`src/rtl/if_pkg.sv`:
```
// -----------------------------------------------------------------------------
// if_pkg
// Shared definitions for the instruction-fetch stage:
//   - fetch_state_e    : fetch FSM states (IDLE / REQ / WAIT)
//   - NOP_INST         : canonical nop (addi x0,x0,0) used for fault entries
//   - RESET_PC_DEFAULT : default fetch PC after reset
//   - fetch_entry_t    : one buffered {pc, instruction} pair
//   - next_word_pc()   : sequential fetch PC, wraps modulo 2^32
// -----------------------------------------------------------------------------
package if_pkg;

    typedef enum logic [1:0] {
        IDLE = 2'd0,
        REQ  = 2'd1,
        WAIT = 2'd2
    } fetch_state_e;

    localparam logic [31:0] NOP_INST         = 32'h0000_0013;
    localparam logic [31:0] RESET_PC_DEFAULT = 32'h0000_0000;

    typedef struct packed {
        logic [31:0] pc;
        logic [31:0] inst;
    } fetch_entry_t;

    // 0xFFFF_FFFC rolls over to 0x0000_0000 through natural 32-bit overflow.
    function automatic logic [31:0] next_word_pc(input logic [31:0] pc);
        return pc + 32'd4;
    endfunction

endpackage

```
`src/rtl/if_fetch_buf.sv`:
```
// -----------------------------------------------------------------------------
// if_fetch_buf
// Small FIFO of fetch_entry_t between instruction memory and decode.
// Parameters:
//   BUF_DEPTH   : number of entries (power of two, >= 2)
// Ports:
//   clk         : core clock
//   rst_n       : asynchronous active-low reset
//   i_push      : write i_push_data at the tail
//   i_push_data : entry to write
//   i_pop       : retire the head entry
//   i_flush     : discard all entries; overrides push and pop
//   o_head      : head entry (meaningful only when o_empty = 0)
//   o_count     : number of valid entries (0 .. BUF_DEPTH)
//   o_empty     : no valid entries
// A push and pop in the same cycle on a full buffer is accepted and leaves
// the count unchanged. Pointers wrap naturally because the depth is a power
// of two.
// -----------------------------------------------------------------------------
module if_fetch_buf
    import if_pkg::*;
#(
    parameter  int BUF_DEPTH = 2,
    localparam int PTR_W     = $clog2(BUF_DEPTH),
    localparam int CNT_W     = $clog2(BUF_DEPTH) + 1
) (
    input  logic               clk,
    input  logic               rst_n,
    input  logic               i_push,
    input  fetch_entry_t       i_push_data,
    input  logic               i_pop,
    input  logic               i_flush,
    output fetch_entry_t       o_head,
    output logic [CNT_W-1:0]   o_count,
    output logic               o_empty
);

    localparam logic [CNT_W-1:0] DEPTH_CNT = CNT_W'(BUF_DEPTH);

    fetch_entry_t       r_mem [BUF_DEPTH];
    logic [PTR_W-1:0]   r_wr_ptr;
    logic [PTR_W-1:0]   r_rd_ptr;
    logic [CNT_W-1:0]   r_count;

    logic               w_full;
    logic               w_empty;
    logic               w_do_push;
    logic               w_do_pop;

    assign w_full    = (r_count == DEPTH_CNT);
    assign w_empty   = (r_count == {CNT_W{1'b0}});
    // A full buffer may still accept a push when the head leaves the same cycle.
    assign w_do_push = i_push && !i_flush && (!w_full || i_pop);
    assign w_do_pop  = i_pop  && !i_flush && !w_empty;

    assign o_head  = r_mem[r_rd_ptr];
    assign o_count = r_count;
    assign o_empty = w_empty;

    // Entry storage: only the slot under the write pointer changes on a push.
    always_ff @(posedge clk or negedge rst_n) begin
        if (!rst_n) begin
            for (int i = 0; i < BUF_DEPTH; i++) begin
                r_mem[i] <= '0;
            end
        end else if (w_do_push) begin
            r_mem[r_wr_ptr] <= i_push_data;
        end
    end

    // Pointer and occupancy bookkeeping; flush returns to the empty state.
    always_ff @(posedge clk or negedge rst_n) begin
        if (!rst_n) begin
            r_wr_ptr <= {PTR_W{1'b0}};
            r_rd_ptr <= {PTR_W{1'b0}};
            r_count  <= {CNT_W{1'b0}};
        end else if (i_flush) begin
            r_wr_ptr <= {PTR_W{1'b0}};
            r_rd_ptr <= {PTR_W{1'b0}};
            r_count  <= {CNT_W{1'b0}};
        end else begin
            if (w_do_push) begin
                r_wr_ptr <= r_wr_ptr + PTR_W'(1);
            end
            if (w_do_pop) begin
                r_rd_ptr <= r_rd_ptr + PTR_W'(1);
            end
            case ({w_do_push, w_do_pop})
                2'b10:   r_count <= r_count + CNT_W'(1);
                2'b01:   r_count <= r_count - CNT_W'(1);
                default: r_count <= r_count;
            endcase
        end
    end

endmodule

```
`src/rtl/if_fetch.sv`:
```
// -----------------------------------------------------------------------------
// if_fetch
// Instruction-fetch stage. Owns the fetch PC, issues one word request at a
// time to instruction memory over req/gnt/rvalid, buffers {pc, instruction}
// pairs and presents them to decode over valid/ready.
// Parameters:
//   RESET_PC       : fetch PC after reset
//   BUF_DEPTH      : instruction buffer entries (power of two, >= 2)
// Ports:
//   clk, rst_n     : core clock, asynchronous active-low reset
//   redirect_valid : load redirect_pc, flush buffer and in-flight fetch
//   redirect_pc    : redirect target from the next-PC block
//   fetch_pc       : current fetch PC (to the next-PC block)
//   imem_req/addr  : memory request and word address
//   imem_gnt       : request accepted this cycle
//   imem_rvalid    : response valid (one per grant, at least a cycle later)
//   imem_rdata     : instruction word
//   inst_valid/ready, inst_pc, inst_data : decode interface (buffer head)
//   inst_fault     : only with IF_FETCH_MISALIGN_CHK_EN; head is a
//                    misaligned-redirect fault entry
// Build option:
//   IF_FETCH_MISALIGN_CHK_EN : a redirect with redirect_pc[1:0] != 0 raises a
//   sticky fault instead of silently aligning the target.
// -----------------------------------------------------------------------------
module if_fetch
    import if_pkg::*;
#(
    parameter logic [31:0] RESET_PC  = RESET_PC_DEFAULT,
    parameter int          BUF_DEPTH = 2
) (
    input  logic        clk,
    input  logic        rst_n,
    input  logic        redirect_valid,
    input  logic [31:0] redirect_pc,
    output logic [31:0] fetch_pc,
    output logic        imem_req,
    output logic [31:0] imem_addr,
    input  logic        imem_gnt,
    input  logic        imem_rvalid,
    input  logic [31:0] imem_rdata,
    output logic        inst_valid,
    input  logic        inst_ready,
    output logic [31:0] inst_pc,
`ifdef IF_FETCH_MISALIGN_CHK_EN
    output logic [31:0] inst_data,
    output logic        inst_fault
`else
    output logic [31:0] inst_data
`endif
);

    localparam int               CNT_W     = $clog2(BUF_DEPTH) + 1;
    localparam logic [CNT_W-1:0] DEPTH_CNT = CNT_W'(BUF_DEPTH);

    fetch_state_e       r_state;
    fetch_state_e       w_state_raw;
    fetch_state_e       w_state_nxt;
    logic [31:0]        r_fetch_pc;
    logic [31:0]        w_fetch_pc_nxt;
    logic [31:0]        r_issued_pc;
    logic [31:0]        w_issued_pc_nxt;
    logic               r_drop;
    logic               w_drop_nxt;

    logic               w_push;
    logic               w_pop;
    logic               w_flush;
    fetch_entry_t       w_push_entry;
    fetch_entry_t       w_head;
    logic [CNT_W-1:0]   w_count;
    logic               w_empty;
    logic [CNT_W-1:0]   w_count_after;
    logic               w_room_now;
    logic               w_room_after;
    logic [31:0]        w_redirect_aligned;

    logic               w_halt;
    logic               w_fault_nxt;

`ifdef IF_FETCH_MISALIGN_CHK_EN
    logic               r_fault;
    logic [31:0]        r_fault_pc;
    logic               w_fault_set;

    assign w_fault_set = redirect_valid && (redirect_pc[1:0] != 2'b00);
    // Fault is sticky: only the next redirect can set or clear it.
    assign w_fault_nxt = redirect_valid ? w_fault_set : r_fault;
    assign w_halt      = r_fault;
    assign inst_fault  = r_fault;

    // Sticky misaligned-redirect fault and the offending target.
    always_ff @(posedge clk or negedge rst_n) begin
        if (!rst_n) begin
            r_fault    <= 1'b0;
            r_fault_pc <= 32'h0000_0000;
        end else begin
            r_fault <= w_fault_nxt;
            if (w_fault_set) begin
                r_fault_pc <= redirect_pc;
            end
        end
    end
`else
    logic               w_unused_redirect_lsb;

    // Low target bits are discarded when the misalignment check is absent.
    assign w_unused_redirect_lsb = ^redirect_pc[1:0];
    assign w_fault_nxt           = 1'b0;
    assign w_halt                = 1'b0;
`endif

    assign w_redirect_aligned = {redirect_pc[31:2], 2'b00};

    assign fetch_pc  = r_fetch_pc;
    assign imem_addr = r_fetch_pc;
    assign imem_req  = (r_state == REQ);

    // A redirect flushes the buffer and suppresses any same-cycle push/pop.
    assign w_flush      = redirect_valid;
    assign w_push       = (r_state == WAIT) && imem_rvalid && !r_drop
                          && !redirect_valid && !w_halt;
    assign w_pop        = !w_empty && inst_ready && !redirect_valid && !w_halt;
    assign w_push_entry = '{pc: r_issued_pc, inst: imem_rdata};

    // Occupancy once this cycle's push/pop land; a new request is only
    // issued when its response is guaranteed a slot.
    assign w_count_after = w_count + CNT_W'(w_push) - CNT_W'(w_pop);
    assign w_room_now    = (w_count < DEPTH_CNT);
    assign w_room_after  = (w_count_after < DEPTH_CNT);

    if_fetch_buf #(
        .BUF_DEPTH (BUF_DEPTH)
    ) u_buf (
        .clk         (clk),
        .rst_n       (rst_n),
        .i_push      (w_push),
        .i_push_data (w_push_entry),
        .i_pop       (w_pop),
        .i_flush     (w_flush),
        .o_head      (w_head),
        .o_count     (w_count),
        .o_empty     (w_empty)
    );

    // Fetch FSM next-state; redirect handling overrides the normal flow.
    always_comb begin
        w_state_raw     = r_state;
        w_fetch_pc_nxt  = r_fetch_pc;
        w_issued_pc_nxt = r_issued_pc;
        w_drop_nxt      = r_drop;

        case (r_state)
            IDLE: begin
                if (w_room_now) begin
                    w_state_raw = REQ;
                end else begin
                    w_state_raw = IDLE;
                end
            end
            REQ: begin
                if (imem_gnt) begin
                    w_issued_pc_nxt = r_fetch_pc;
                    w_fetch_pc_nxt  = next_word_pc(r_fetch_pc);
                    w_state_raw     = WAIT;
                end else begin
                    w_state_raw = REQ;
                end
            end
            WAIT: begin
                if (imem_rvalid) begin
                    w_drop_nxt = 1'b0;
                    if (w_room_after) begin
                        w_state_raw = REQ;
                    end else begin
                        w_state_raw = IDLE;
                    end
                end else begin
                    w_state_raw = WAIT;
                end
            end
            default: begin
                w_state_raw = IDLE;
            end
        endcase

        if (redirect_valid) begin
            w_fetch_pc_nxt = w_redirect_aligned;
            case (r_state)
                WAIT: begin
                    if (imem_rvalid) begin
                        // Response arrives with the redirect: discard it here.
                        w_drop_nxt  = 1'b0;
                        w_state_raw = REQ;
                    end else begin
                        // Response still outstanding: discard it when it comes.
                        w_drop_nxt  = 1'b1;
                        w_state_raw = WAIT;
                    end
                end
                REQ: begin
                    if (imem_gnt) begin
                        // Grant already given; its response must be thrown away.
                        w_drop_nxt  = 1'b1;
                        w_state_raw = WAIT;
                    end else begin
                        w_state_raw = REQ;
                    end
                end
                default: begin
                    w_state_raw = REQ;
                end
            endcase
        end else begin
            w_fetch_pc_nxt = w_fetch_pc_nxt;
        end
    end

    // A faulted stage never issues new requests; outstanding ones still drain.
    assign w_state_nxt = (w_fault_nxt && (w_state_raw == REQ)) ? IDLE : w_state_raw;

    // Fetch state registers.
    always_ff @(posedge clk or negedge rst_n) begin
        if (!rst_n) begin
            r_state     <= IDLE;
            r_fetch_pc  <= {RESET_PC[31:2], 2'b00};
            r_issued_pc <= 32'h0000_0000;
            r_drop      <= 1'b0;
        end else begin
            r_state     <= w_state_nxt;
            r_fetch_pc  <= w_fetch_pc_nxt;
            r_issued_pc <= w_issued_pc_nxt;
            r_drop      <= w_drop_nxt;
        end
    end

    // Decode interface: head entry, or the fault entry while faulted.
    always_comb begin
        inst_valid = 1'b0;
        inst_pc    = 32'h0000_0000;
        inst_data  = 32'h0000_0000;
`ifdef IF_FETCH_MISALIGN_CHK_EN
        if (r_fault) begin
            inst_valid = 1'b1;
            inst_pc    = r_fault_pc;
            inst_data  = NOP_INST;
        end else if (!w_empty) begin
            inst_valid = 1'b1;
            inst_pc    = w_head.pc;
            inst_data  = w_head.inst;
        end else begin
            inst_valid = 1'b0;
        end
`else
        if (!w_empty) begin
            inst_valid = 1'b1;
            inst_pc    = w_head.pc;
            inst_data  = w_head.inst;
        end else begin
            inst_valid = 1'b0;
        end
`endif
    end

endmodule

```
`config.mk`:
```
export PLATFORM = sky130hd
export DESIGN_NAME = if_fetch
export DESIGN_NICKNAME = d
export VERILOG_FILES = /design/src/rtl/if_pkg.sv /design/src/rtl/if_fetch_buf.sv /design/src/rtl/if_fetch.sv
export SDC_FILE = /design/constraint.sdc
export NUM_CORES = 1
export LEC_CHECK = 0
export ABC_AREA = 1
export BUFFER_PORTS_ARGS = -buffer_cell sky130_fd_sc_hd__buf_2
export CAP_MARGIN = 20
export CORE_AREA = 2 2 127 178
export CTS_CLUSTER_SIZE = 12
export DETAILED_ROUTE_END_ITERATION = 6
export DIE_AREA = 0 0 129 180
export PLACE_DENSITY = 0.67
export SLEW_MARGIN = 20
export SYNTH_ARGS = -nofsm -noshare
export SYNTH_HDL_FRONTEND = slang
export SYNTH_SLANG_ARGS = --single-unit
export TNS_END_PERCENT = 5
```
`constraint.sdc`:
```
create_clock -name clk -period 4.5 [get_ports clk]
set_clock_uncertainty 0.1 [all_clocks]
set_input_delay 0.45 -clock clk [delete_from_list [all_inputs] [get_ports clk]]
set_output_delay 0.45 -clock clk [all_outputs]
set_load 0.01 [all_outputs]
```
* Word-level counts from Yosys, hierarchy flattened *
Index checks and enable logic that the tools add are counted.

word-level totals
  flip-flop bits (word level) = 199
  input port bits = 70

operators by class
  add/subtract/negate cells = 7
  order comparisons = 5
  eq/ne operators = 5
  mux-type cells = 32
  bitwise logic cells = 2
  reduce and logical (&&, ||, !) cells = 24

operators by type and width
  kind                                                        count
  two-way mux 64 bit                                          4
  two-way mux 32 bit                                          5
  bitwise mux 128 bit                                         1
  demux 64 bit (select 1 bit)                                 1
  adder 32 x 3 -> 32 bit, second input constant               1
  two-way mux 1 bit                                           12
  logical AND 1 bit                                           10
  two-way mux 2 bit                                           5
  one-hot mux 2 bit (2 select lines)                          2
  nonzero test 2 bit                                          4
  equality test 2 bit, second input constant                  3
  one-hot mux 2 bit (3 select lines)                          1
  equality test 2 x 1 -> 1 bit, second input constant         2
  >= comparator 2 bit, second input constant                  2
  logical NOT 1 bit                                           4
  logical NOT 2 bit                                           2
  less-than comparator 2 bit, second input constant           2
  NOT 1 -> 2 bit                                              2
  AND reduction 2 bit                                         2
  nonzero test 3 bit                                          1
  adder 1 bit, second input constant                          2
  adder 2 x 1 -> 2 bit                                        1
  adder 2 x 1 -> 2 bit, second input constant                 1
  less-than comparator 2 x 1 -> 1 bit, second input constant  1
  other kinds (4)                                             4

* Longest topological paths before layout *
Gate-level depths: netlist of the first run.

  word-level depth = 11
  gate-level depth with buffers = 12

* By module *
Synthesis of the first run repeated with hierarchy kept, for this count alone.

unflattened totals
  cell total of the unflattened synthesis = 1414
  area total of the unflattened synthesis = 10396.2 um2

by module, submodules not included
  module        times used  cells each  area an instance (um2)  seq. area each (um2)
  if_fetch_buf  1           721         6025.8                  3303.2
  if_fetch      1           693         4370.4                  1576.5

* Worst setup path before layout of the first run *
Ideal clock, no wire load.

  path type = register -> register
  from = register r_state[0]
  to = register r_state[0]
  arrival time = 1.676 ns
  setup slack = 2.601 ns
  cell stages (with the launch flop) = 13
  buffers on the path = 0
  clock period less this slack = 1.899 ns
  path through = dfrtp_1 inv_1 ha_1 nand2_1 nor3_4 inv_1 ha_1 nor2_1 nand2_1 nand2_1 nor2_1 o21ai_0 nand2_1

between the ends
  cells in the longest elaborated chain, start to end = 11
  elaborated cells on any way between the ends = 14
  classes of those cells = 2 x add/sub; 1 x order compare; 2 x eq/ne; 5 x mux; 4 x reduce/logical

ends and longest elaborated chain
  item                                RTL line                                           text
  start: declaration                  if_fetch.sv:55                                     fetch_state_e r_state;
  start signal: assignment            if_fetch.sv:229                                    r_state <= w_state_nxt;
  equality test 2 bit                 if_fetch.sv:120, if_fetch.sv:152, if_fetch.sv:188
  logical AND 1 bit (2 in a row)      if_fetch.sv:120                                    assign w_push = (r_state == WAIT) && imem_rvalid && !r_drop
  logical AND 1 bit                   if_fetch.sv:121                                    && !redirect_valid && !w_halt;
  adder 2 x 1 -> 2 bit                if_fetch.sv:127                                    assign w_count_after = w_count + CNT_W'(w_push) - CNT_W'(w_pop);
  subtractor 2 x 1 -> 2 bit           if_fetch.sv:127
  less-than comparator 2 bit          if_fetch.sv:129                                    assign w_room_after = (w_count_after < DEPTH_CNT);
  two-way mux 1 bit                   if_fetch.sv:172                                    if (w_room_after) begin
  two-way mux 2 bit                   if_fetch.sv:170                                    if (imem_rvalid) begin
  one-hot mux 2 bit (3 select lines)  if_fetch.sv:152                                    case (r_state)
  two-way mux 2 bit *                 if_fetch.sv:186                                    if (redirect_valid) begin
  net w_state_nxt[0]                  if_fetch.sv:57                                     fetch_state_e w_state_nxt;

Mark *: on every way through the listed nets, which the timed path passes. The rest lies on a longest branch.
A chain may end at the register's enable or synchronous reset.

* Final worst setup path of the first run *
  from = register u_buf.r_rd_ptr
  to = output port inst_data[8]

between the ends
  cells in the longest elaborated chain, start to end = 5

ends and longest elaborated chain
  item                                                   RTL line            text
  start: declaration                                     if_fetch_buf.sv:42  logic [PTR_W-1:0] r_rd_ptr;
  start signal: assignment                               if_fetch_buf.sv:75  r_rd_ptr <= {PTR_W{1'b0}};
  start signal: assignment                               if_fetch_buf.sv:79  r_rd_ptr <= {PTR_W{1'b0}};
  start signal: assignment                               if_fetch_buf.sv:86  r_rd_ptr <= r_rd_ptr + PTR_W'(1);
  NOT 1 -> 2 bit (implied by the code)                   if_fetch_buf.sv:56  assign o_head = r_mem[r_rd_ptr];
  two-way mux 64 bit (implied by the code) (3 in a row)  if_fetch_buf.sv:56
  two-way mux 32 bit                                     if_fetch.sv:254     if (!w_empty) begin
  end: declaration                                       if_fetch.sv:48      output logic [31:0] inst_data

No other way between the ends. The select of a mux whose other input is x is not followed.

==> results.tsv, run 1 <==
stage	metric	value	unit
status	run status	finished, final reports clean	
placement	DP HPWL	15700	um
run	Max-Cap Viols	0	
logic_synthesis	distinct cell type count after synthesis	24	
cells_and_area	Layout Nets	1467	
setup_path	CP Max Fanout	105	
die	DIE AREA	23200	sq um
timing	post-layout minimum cycle time	2.96	ns
cells_and_area	ant diodes	0	
global_routing	initial antenna violation count	0	
timing	Hold Fails Final Rpt	0	
cells_and_area	most frequent cells in the layout	471 x nand2_1, 190 x dfrtp_1, 190 x buf_2	
timing	Max Clock Freq	338	MHz
setup_path	Critical Path AT	2.41	ns
setup_path	Critical Path End Type	output pin	
detailed_routing	Routed Wire Length	23700	um
clocking	Max clock buf depth	2	
global_routing	first-pass GRT wire length	39000	um
detailed_routing	Final ANT Viol Nets	0	
hold_path	worst min-delay path category	input port to async pin	
clocking	CTS sink cnt	191	
detailed_routing	TritonRoute pass-1 iters	6	
clocking	CTS tree	built	
setup_path	CP Class	flip-flop to output pin	
logic_synthesis	Syn Inst Count	1266	
die	Core Footprint	21700	sq um
power	Max IR drop VDD	0.000313	V
cells_and_area	layout cells sized above 1	0.168	
die	chip width	129	um
placement	IO Port Bufs	191	
clocking	setup bufs post-CTS	0	
clocking	cts hold-fix bufs	0	
die	die height	180	um
logic_synthesis	syn_area_per_cell	7.54	sq um
cells_and_area	final core occ	0.506	
clocking	worst skew pair latency	0.43	ns
clocking	clock-pin slew on the worst setup and hold paths	0.07	ns
cells_and_area	Reg area	4780	sq um
detailed_routing	DR iter-0 viols	588	
detailed_routing	detailed-route wire length per cell	14.0	um
power	pwr dens	543	nW/um^2
timing	setup TNS	0	ns
cells_and_area	area of the multi-input gates	3680	sq um
timing	RSZ-0062 raised after global routing	false	
die	Initial Util	0.440	
timing	Slew Limit Fails	0	
global_routing	Remaining Overflow, GRT	0	
setup_path	Worst Path Required	3.95	ns
cells_and_area	synth-to-layout area growth	15.0	%
cells_and_area	most common cell after layout, fill and taps aside	nand2_1	
detailed_routing	vias per cell	4.85	
placement	Placer Congestion	0.956	
global_routing	largest net degree at the start of global routing	125	
setup_path	CP startpoint	u_buf.r_rd_ptr	
timing	Tcrit/Tclk final	0.657	
setup_path	Startpoint Class	flip-flop	
logic_synthesis	FF+latch count, synth	191	
timing	Slew @ Worst Pin	1.03	ns
detailed_routing	Vias	8247	
clocking	H-Tree Level Count	4	
global_routing	gr usage total	0.211	
detailed_routing	DR DRC count	0	
timing	Setup-failing EPs final	0	
timing	Slew headroom	0.314	
logic_synthesis	Seq/Total Area, Yosys	0.501	
die	num ports	200	
power	leak pwr	0.00590	uW
clocking	Num CTS Buffers	17	
die	Row Count	64	
cells_and_area	filler instances	2186	
setup_path	RR Startpoint	r_state[1]	
clocking	CTS root buffer	clkbuf_16	
clocking	Resize count post-CTS	0	
global_routing	vias in the first global route	7654	
setup_path	cells on worst reg2reg path	8	
logic_synthesis	Yosys warning count	0	
logic_synthesis	area of the mapped netlist	9540	sq um
## cell usage after synthesis
| cell | n | area [sq um] |
|---|---|---|
| nor2_4 | 2 | 22.5 |
| dfrtp_1 | 191 | 4780 |
| inv_1 | 136 | 510 |
| o21ai_0 | 153 | 766 |
| o211ai_1 | 4 | 30.0 |
| nand2_1 | 471 | 1770 |
| o21bai_1 | 1 | 7.51 |
| xor2_1 | 9 | 78.8 |
| buf_6 | 8 | 90.1 |
| nand2_2 | 1 | 6.26 |
| clkbuf_1 | 30 | 113 |
| buf_4 | 36 | 270 |
| a32o_1 | 1 | 10.0 |
| a21oi_1 | 67 | 335 |
| buf_1 | 4 | 15.0 |
| buf_2 | 19 | 95.1 |
| ha_1 | 6 | 75.1 |
| o21ai_1 | 32 | 160 |
| nor3_4 | 1 | 16.3 |
| inv_2 | 1 | 3.75 |
| conb_1 | 1 | 3.75 |
| nor2_1 | 65 | 244 |
| nand3_1 | 25 | 125 |
| xnor2_1 | 2 | 17.5 |
## cells by family (layout without fill, tap and decap cells)
| logic type | count (synthesis) | in the layout | share of synthesized area |
|---|---|---|---|
| and+or+nand+nor | 565 | 565 | 0.229 |
| AOI/OAI and AO/OA | 258 | 258 | 0.137 |
| buffers and inverters | 234 | 367 | 0.115 |
| DFF | 191 | 191 | 0.501 |
| xor gates and xnor gates | 11 | 11 | 0.0101 |
| adders and majority gates | 6 | 6 | 0.00787 |
| other | 1 | 6 | 0.000393 |
## final cells by class
| cell class | count | share of cell area |
|---|---|---|
| Sequential cell | 191 | 0.436 |
| Multi-Input combinational cell | 846 | 0.336 |
| Timing Repair Buffer | 198 | 0.0942 |
| Inverter | 137 | 0.0469 |
| Clock buffer | 18 | 0.0400 |
| Tap cell | 297 | 0.0339 |
| Clock inverter | 14 | 0.0131 |
## layer usage
metal  wire, um  global-route usage  vias up
met5          0                   0        -
met4        978               0.102        0
li1           -                   -     4132
met1      10300               0.274     3824
met3       1100              0.0354       51
met2      11400               0.341      240
## path summary, 6_finish.rpt
path | endpoint | slack [ns]
max | inst_data[8] | 1.54
min | u_buf.o_count[1] | 0.05
max reg2reg | fetch_pc[9] | 1.97
min reg2reg | u_buf.r_mem[126] | 0.36
max in group asynchronous | u_buf.r_mem[8] | 3.28
min in group clk | fetch_pc[3] | 0.13
## power by group
part           leakage [uW]  switching, uW  internal [uW]
registers           0.00220            422           2200
logic               0.00341           1150            688
clock network      0.000286            701            797
## stage by stage
step                total power [uW]  hold slack, ns  std cells  cell area [sq um]  setup slack [ns]
finish                          5960          0.0495       1701              11000              1.54
global route                    6430           0.109       1701              11000              1.37
CTS                             6040           0.106       1701              11000              1.54
detailed placement              4510           0.353       1669              10400              1.65
global placement                4460           0.347       1669              10400              1.65
floorplan                       3800          0.0544       1271               9560              2.60
## flip-flops by register name (all words and copies together) (netlist names)
name            count
u_buf.r_wr_ptr      1
u_buf.r_rd_ptr      1
r_state             2
r_issued_pc        30
r_drop              1
u_buf.r_mem       124
u_buf.o_count       2
fetch_pc           30
## critical path: stages, from the launching register on
cell	delay (ns)
dfrtp_4	1.09
buf_4	0.38
o21ai_0	0.12
a21oi_1	0.18
buf_2	0.15
Note: power is estimated with default switching activity, not from simulation.
==> run 2, diff against run 1 <==
- clock period: 4.5 -> 3 ns (I/O delays scaled with it)
==> results.tsv, run 2 (synthesized netlist as in run 1, its figures left out) <==
stage	metric	value	unit	change
detailed_routing	DR DRC count	0		unchanged
setup_path	CP Max Fanout	28		was 105
timing	Hold Fails Final Rpt	0		unchanged
die	Initial Util	0.440		unchanged
cells_and_area	Most flops, register	u_buf.r_mem		unchanged
power	Clock power frac	0.251		about the same
setup_path	CP peak stage delay	0.42	ns	was 1.09 ns
timing	Max Clock Freq	384	MHz	
setup_path	RR Startpoint	r_state[1]		unchanged
cells_and_area	final core occ	0.529		was 0.506
timing	Setup-failing EPs final	0		unchanged
cells_and_area	layout cells sized above 1	0.169		was 0.168
setup_path	Startpoint Class	flip-flop		unchanged
global_routing	Remaining Overflow, GRT	0		unchanged
detailed_routing	DR iter-0 viols	458		was 588
power	internal power	5620	uW	was 3690 uW
placement	IO Port Bufs	191		unchanged
cells_and_area	Reg area	4780	sq um	unchanged
clocking	Num CTS Buffers	17		unchanged
detailed_routing	Final ANT Viol Nets	0		unchanged
clocking	clock-pin slew on the worst setup and hold paths	0.07	ns	about the same
timing	setup TNS	0	ns	unchanged
cells_and_area	area of the multi-input gates	3680	sq um	unchanged
setup_path	Reg2Reg Setup Slack	0.78	ns	was 1.97 ns
hold_path	worst min-delay path category	input port to flip-flop		was input port to async pin
power	Max IR drop VDD	0.000438	V	was 0.000313 V
cells_and_area	most frequent cells in the layout	471 x nand2_1, 190 x dfrtp_1, 190 x buf_2		unchanged
timing	Slew @ Worst Pin	0.801	ns	was 1.03 ns
clocking	CTS sink cnt	191		unchanged
power	leak pwr	0.00612	uW	was 0.00590 uW
setup_path	Critical Path End Type	output pin		unchanged
setup_path	CP Class	flip-flop to output pin		unchanged
cells_and_area	max reg flops	124		unchanged
global_routing	first-pass GRT wire length	39200	um	was 39,000 um
placement	Placer Congestion	0.941		was 0.956
clocking	Max clock buf depth	2		unchanged
detailed_routing	Routed Wire Length	24100	um	was 23,700 um
placement	Post-Place Cell Area	10500	sq um	was 10,400 sq um
clocking	worst skew pair latency	0.43	ns	about the same
cells_and_area	Layout Cells excl Fill	1750		was 1,701
cells_and_area	Layout Nets	1516		was 1,467
setup_path	CP startpoint	u_buf.o_count[1]		was u_buf.r_rd_ptr
global_routing	gr usage total	0.212		was 0.211
status	run status	finished, final reports clean		unchanged
die	die height	180	um	unchanged
power	Reg power frac	0.429		was 0.440
timing	Hold Slack	0.0215	ns	was 0.0495 ns
cells_and_area	synth-to-layout area growth	20.2	%	was 15.0%
power	pwr dens	790	nW/um^2	was 543 nW/um^2
setup_path	crit path cell chain	nor2_1 -> inv_1 -> buf_4 -> o21ai_0 -> a21oi_1 -> buf_2		was buf_4 -> o21ai_0 -> a21oi_1 -> buf_2
timing	Slew headroom	0.465		was 0.314
setup_path	Critical Path AT	2.21	ns	was 2.41 ns
global_routing	vias in the first global route	7955		was 7,654
die	Row Count	64		unchanged
clocking	CTS root buffer	clkbuf_16		unchanged
die	chip width	129	um	unchanged
setup_path	worst path bufs/invs	3		was 2
clocking	CTS tree	built		unchanged
power	NetSw	3440	uW	was 2270 uW
power	Logic pwr share	0.320		was 0.308
setup_path	Worst Path Required	2.60	ns	was 3.95 ns
timing	RSZ-0062 raised after global routing	false		unchanged
die	DIE AREA	23200	sq um	unchanged
cells_and_area	most common cell after layout, fill and taps aside	nand2_1		unchanged
timing	Slew Limit Fails	0		unchanged
clocking	setup bufs post-CTS	0		unchanged
detailed_routing	vias per cell	4.80		was 4.85
global_routing	initial antenna violation count	0		unchanged
setup_path	critical path's slowest cell	dfrtp_1		was dfrtp_4
die	Core Footprint	21700	sq um	unchanged
hold_path	Worst Hold Launch	redirect_pc[6]		
placement	Cells after DPL	1679		was 1,669
power	Net Sw Frac	0.380		was 0.381
timing	post-layout minimum cycle time	2.61	ns	
detailed_routing	detailed-route wire length per cell	13.8	um	was 14.0 um
global_routing	largest net degree at the start of global routing	125		unchanged
clocking	H-Tree Level Count	4		unchanged
die	num ports	200		unchanged
run	Max-Cap Viols	0		unchanged
detailed_routing	TritonRoute pass-1 iters	5		was 6
cells_and_area	filler instances	2169		was 2,186
timing	Tcrit/Tclk final	0.869		
detailed_routing	Vias	8395		was 8,247
placement	DP HPWL	16500	um	was 15,700 um
cells_and_area	ant diodes	0		unchanged
cells_and_area	post-route cell area	11500	sq um	was 11,000 sq um
setup_path	CP top delay family	buffers and inverters		was flip-flops
-- run 2: through the flow --
step	setup slack [ns]	total power, uW
floorplan	1.10	5690
global placement	0.843	6740
detailed placement	0.766	6820
CTS	0.383	9160
global route	0.219	9740
finish	0.393	9060
-- run 2: what timing repair did --
action,4_1_cts,5_1_grt
gates resized for setup,0,0
hold endpoints to repair,155,0
hold buffers,39,0
-- run 2: area by class of cell --
class                      instances  share of cell area
clock inverter                    14              0.0129
sequential                       191               0.417
tap                              297              0.0324
inverter                         137              0.0448
multi-input combinational        846               0.321
timing repair buffer             247               0.134
clock buffer                      18              0.0383
-- run 2: path summary, 6_finish.rpt --
path,end,depth (start not counted)
hold reg to reg,u_buf.r_mem[110],2
setup / recovery,inst_data[26],6
hold / removal,fetch_pc[6],3
min in group asynchronous,r_state[1],2
setup reg to reg,fetch_pc[7],8
max in group asynchronous,u_buf.r_mem[73],3
-- run 2: layer usage --
| metal | vias to the layer above | routed length (um) | GRT usage | share of wire |
|---|---|---|---|---|
| met5 | - | 0 | 0 | 0 |
| met1 | 3873 | 10400 | 0.265 | 0.43 |
| li1 | 4259 | - | - | - |
| met3 | 42 | 1040 | 0.0333 | 0.043 |
| met4 | 0 | 691 | 0.0817 | 0.029 |
| met2 | 221 | 12100 | 0.364 | 0.50 |
-- run 2: worst register-to-register path, stage by stage, from the launching register on --
cell and delay [ns]:
dfrtp_1 0.40, inv_1 0.09, ha_1 0.18, nand2_1 0.12, inv_1 0.14, nand2_1 0.10
inv_1 0.59, o21ai_0 0.21, o211ai_1 0.21
-- run 2: power by group through the flow --
| stage | combinational, uW | sequential [uW] | clock, uW |
|---|---|---|---|
| floorplan | 1930 | 3760 | 0 |
| global placement | 2840 | 3900 | 0 |
| detailed placement | 2880 | 3930 | 0 |
| CTS | 2940 | 3890 | 2340 |
| global route | 3300 | 4010 | 2430 |
| finish | 2900 | 3890 | 2270 |
==> run 3, diff against run 2 <==
- ABC_AREA: 1 -> not set
- CORE_AREA: 2 2 127 178 -> 2 2 124 175
- DIE_AREA: 0 0 129 180 -> 0 0 126 177
- clock period: 3 -> 2.5 ns (I/O delays scaled with it)
==> results.tsv, run 3 <==
stage	metric	value	unit	change
status	run status	finished, final reports clean		unchanged
global_routing	first-pass GRT wire length	34100	um	was 39,200 um
die	chip width	126	um	was 129 um
setup_path	cells on worst reg2reg path	6		was 8
logic_synthesis	area of the mapped netlist	9200	sq um	was 9540 sq um
global_routing	Remaining Overflow, GRT	0		unchanged
detailed_routing	detailed-route wire length per cell	16.9	um	was 13.8 um
clocking	Max clock buf depth	2		unchanged
detailed_routing	TritonRoute pass-1 iters	5		unchanged
logic_synthesis	most common library cells after synthesis	191 x dfrtp_1, 148 x mux2_2, 88 x nor2_1, 63 x mux2i_1, 36 x buf_4		was 471 x nand2_1, 191 x dfrtp_1, 153 x o21ai_0, 136 x inv_1, 67 x a21oi_1
global_routing	largest net degree at the start of global routing	73		was 125
logic_synthesis	Post-synth EDFFs	0		unchanged
setup_path	critical path's slowest cell	dfrtp_4		was dfrtp_1
cells_and_area	ant diodes	0		unchanged
detailed_routing	Final ANT Viol Nets	0		unchanged
detailed_routing	Routed Wire Length	21200	um	was 24,100 um
hold_path	worst min-delay path category	input port to flip-flop		unchanged
die	DIE AREA	22300	sq um	was 23,200 sq um
logic_synthesis	Syn Inst Count	764		was 1,266
logic_synthesis	syn_area_per_cell	12.0	sq um	was 7.54 sq um
clocking	setup bufs post-CTS	0		unchanged
power	Max IR drop VDD	0.000452	V	was 0.000438 V
setup_path	Critical Path End Type	output pin		unchanged
cells_and_area	layout cells sized above 1	0.404		was 0.169
detailed_routing	vias per cell	5.25		was 4.80
logic_synthesis	post-synth top area share	0.519		was 0.501
setup_path	CP Max Fanout	21		was 28
clocking	Resize count post-CTS	0		unchanged
timing	Tcrit/Tclk final	0.897		
logic_synthesis	Synth async-reset ratio	1.00		unchanged
logic_synthesis	FF+latch count, synth	191		unchanged
setup_path	CP Class	flip-flop to output pin		unchanged
detailed_routing	DR iter-0 viols	314		was 458
power	Power, Total	9200	uW	was 9060 uW
logic_synthesis	Yosys warning count	0		unchanged
cells_and_area	most frequent cells in the layout	190 x dfrtp_1, 190 x buf_2, 148 x mux2_2		was 471 x nand2_1, 190 x dfrtp_1, 190 x buf_2
timing	Hold Fails Final Rpt	0		unchanged
die	Row Count	63		was 64
clocking	CTS tree	built		unchanged
cells_and_area	filler instances	1877		was 2,169
die	Core Footprint	20800	sq um	was 21,700 sq um
logic_synthesis	distinct cell type count after synthesis	51		was 24
setup_path	crit path cell chain	buf_4 -> mux2i_1 -> nor2_1 -> buf_2		was nor2_1 -> inv_1 -> buf_4 -> o21ai_0 -> a21oi_1 -> buf_2
clocking	clock-pin slew on the worst setup and hold paths	0.07	ns	about the same
power	leak pwr	0.00537	uW	was 0.00612 uW
die	num ports	200		unchanged
clocking	CTS root buffer	clkbuf_16		unchanged
setup_path	Critical Path AT	1.89	ns	was 2.21 ns
logic_synthesis	Top FF cell, synth	dfrtp_1		unchanged
timing	Setup-failing EPs final	0		unchanged
clocking	worst skew pair latency	0.43	ns	about the same
placement	Cells after DPL	1162		was 1,679
global_routing	initial antenna violation count	0		unchanged
logic_synthesis	Yosys top cell by area	dfrtp_1		unchanged
power	pwr dens	803	nW/um^2	was 790 nW/um^2
logic_synthesis	Seq/Total Area, Yosys	0.519		was 0.501
run	Max-Cap Viols	0		unchanged
detailed_routing	Vias	6577		was 8,395
die	Initial Util	0.442		was 0.440
global_routing	gr usage total	0.193		was 0.212
placement	DP HPWL	14000	um	was 16,500 um
cells_and_area	Most flops, register	u_buf.r_mem		unchanged
setup_path	CP peak stage delay	0.73	ns	was 0.42 ns
die	die height	177	um	was 180 um
timing	setup TNS	0	ns	unchanged
placement	IO Port Bufs	191		unchanged
setup_path	Worst Path Required	2.15	ns	was 2.60 ns
detailed_routing	DR DRC count	0		unchanged
timing	post-layout minimum cycle time	2.24	ns	
hold_path	hold path depth	3		unchanged
logic_synthesis	top-count cell post-synth	dfrtp_1		was nand2_1
cells_and_area	Layout Cells excl Fill	1253		was 1,750
global_routing	vias in the first global route	6591		was 7,955
timing	RSZ-0062 raised after global routing	false		unchanged
clocking	CTS sink cnt	191		unchanged
setup_path	Startpoint Class	flip-flop		unchanged
timing	Max Clock Freq	446	MHz	
clocking	cts hold-fix bufs	60		was 39
placement	Placer Congestion	0.799		was 0.941
clocking	H-Tree Level Count	4		unchanged
cells_and_area	max reg flops	124		unchanged
clocking	Num CTS Buffers	17		unchanged
cells_and_area	synth-to-layout area growth	24.6	%	was 20.2%
timing	Slew Limit Fails	0		unchanged
cells_and_area	Layout Nets	1057		was 1,516
logic_synthesis	synth top area cells	dfrtp_1 52%, mux2_2 18%, mux2i_1 6.9%		was dfrtp_1 50%, nand2_1 19%, o21ai_0 8.0%
-- run 3: path summary, 6_finish.rpt --
path,start,to,slack [ns]
setup / recovery,u_buf.r_rd_ptr,inst_data[19],0.26
hold / removal,redirect_pc[15],fetch_pc[15],0.03
setup reg to reg,r_state[0],u_buf.r_mem[80],0.29
max in group asynchronous,rst_n,u_buf.r_mem[7],1.30
min in group asynchronous,rst_n,fetch_pc[3],0.24
hold reg to reg,u_buf.r_mem[100],u_buf.r_mem[100],0.39
-- run 3: kinds of logic (layout without fill, tap and decap cells) --
group | count (synthesis) | in the layout | share of synthesized area
muxes | 214 | 214 | 0.253
DFF | 191 | 191 | 0.519
and+or+nand+nor | 190 | 190 | 0.104
buffers and inverters | 85 | 309 | 0.0587
AOI/OAI and AO/OA | 62 | 62 | 0.0419
xor gates and xnor gates | 15 | 15 | 0.0143
adders and majority gates | 6 | 6 | 0.00816
other | 1 | 6 | 0.000407
-- run 3: area by class of cell --
class / count / area [sq um] / area share
Clock buffer: 20 / 447 / 0.0390
Tap cell: 260 / 325 / 0.0284
Multi-Input combinational cell: 493 / 3920 / 0.342
Sequential cell: 191 / 4780 / 0.417
Clock inverter: 11 / 154 / 0.0134
Inverter: 8 / 30.0 / 0.00262
Timing Repair Buffer: 270 / 1810 / 0.158
-- run 3: per-layer routing --
layer  vias to the layer above  part of all wire  global-route usage
li1                       3096                 -                   -
met1                      3289              0.42               0.236
met2                       163              0.52               0.341
met3                        29             0.038              0.0342
met4                         0             0.021              0.0723
met5                         -                 0                   0
-- run 3: critical path, delay by kind of cell, from the launching register on --
kind	cells	cell delay [ns]
multiplexers	1	0.23
buffers and inverters	2	0.44
flip-flops	1	0.73
AND/OR/NAND/NOR	1	0.05
-- run 3: power by group --
| group | internal (uW) | leakage, uW | switching (uW) |
|---|---|---|---|
| Sequential | 3890 | 0.00247 | 549 |
| Clock | 1610 | 0.000288 | 1170 |
| Combinational | 1130 | 0.00261 | 860 |
| Total | 6630 | 0.00537 | 2580 |
-- run 3: stage by stage --
stage	setup WS, ns	area [sq um]	hold WS [ns]	util
5_1_grt	0.123	11500	0.0305	0.551
2_1_floorplan	0.372	9220	-0.146	-
3_5_place_dp	0.289	10300	0.150	0.493
4_1_cts	0.237	11500	0.00917	0.551
3_3_place_gp	0.327	10300	0.150	0.493
6_report	0.256	11500	0.0270	0.551
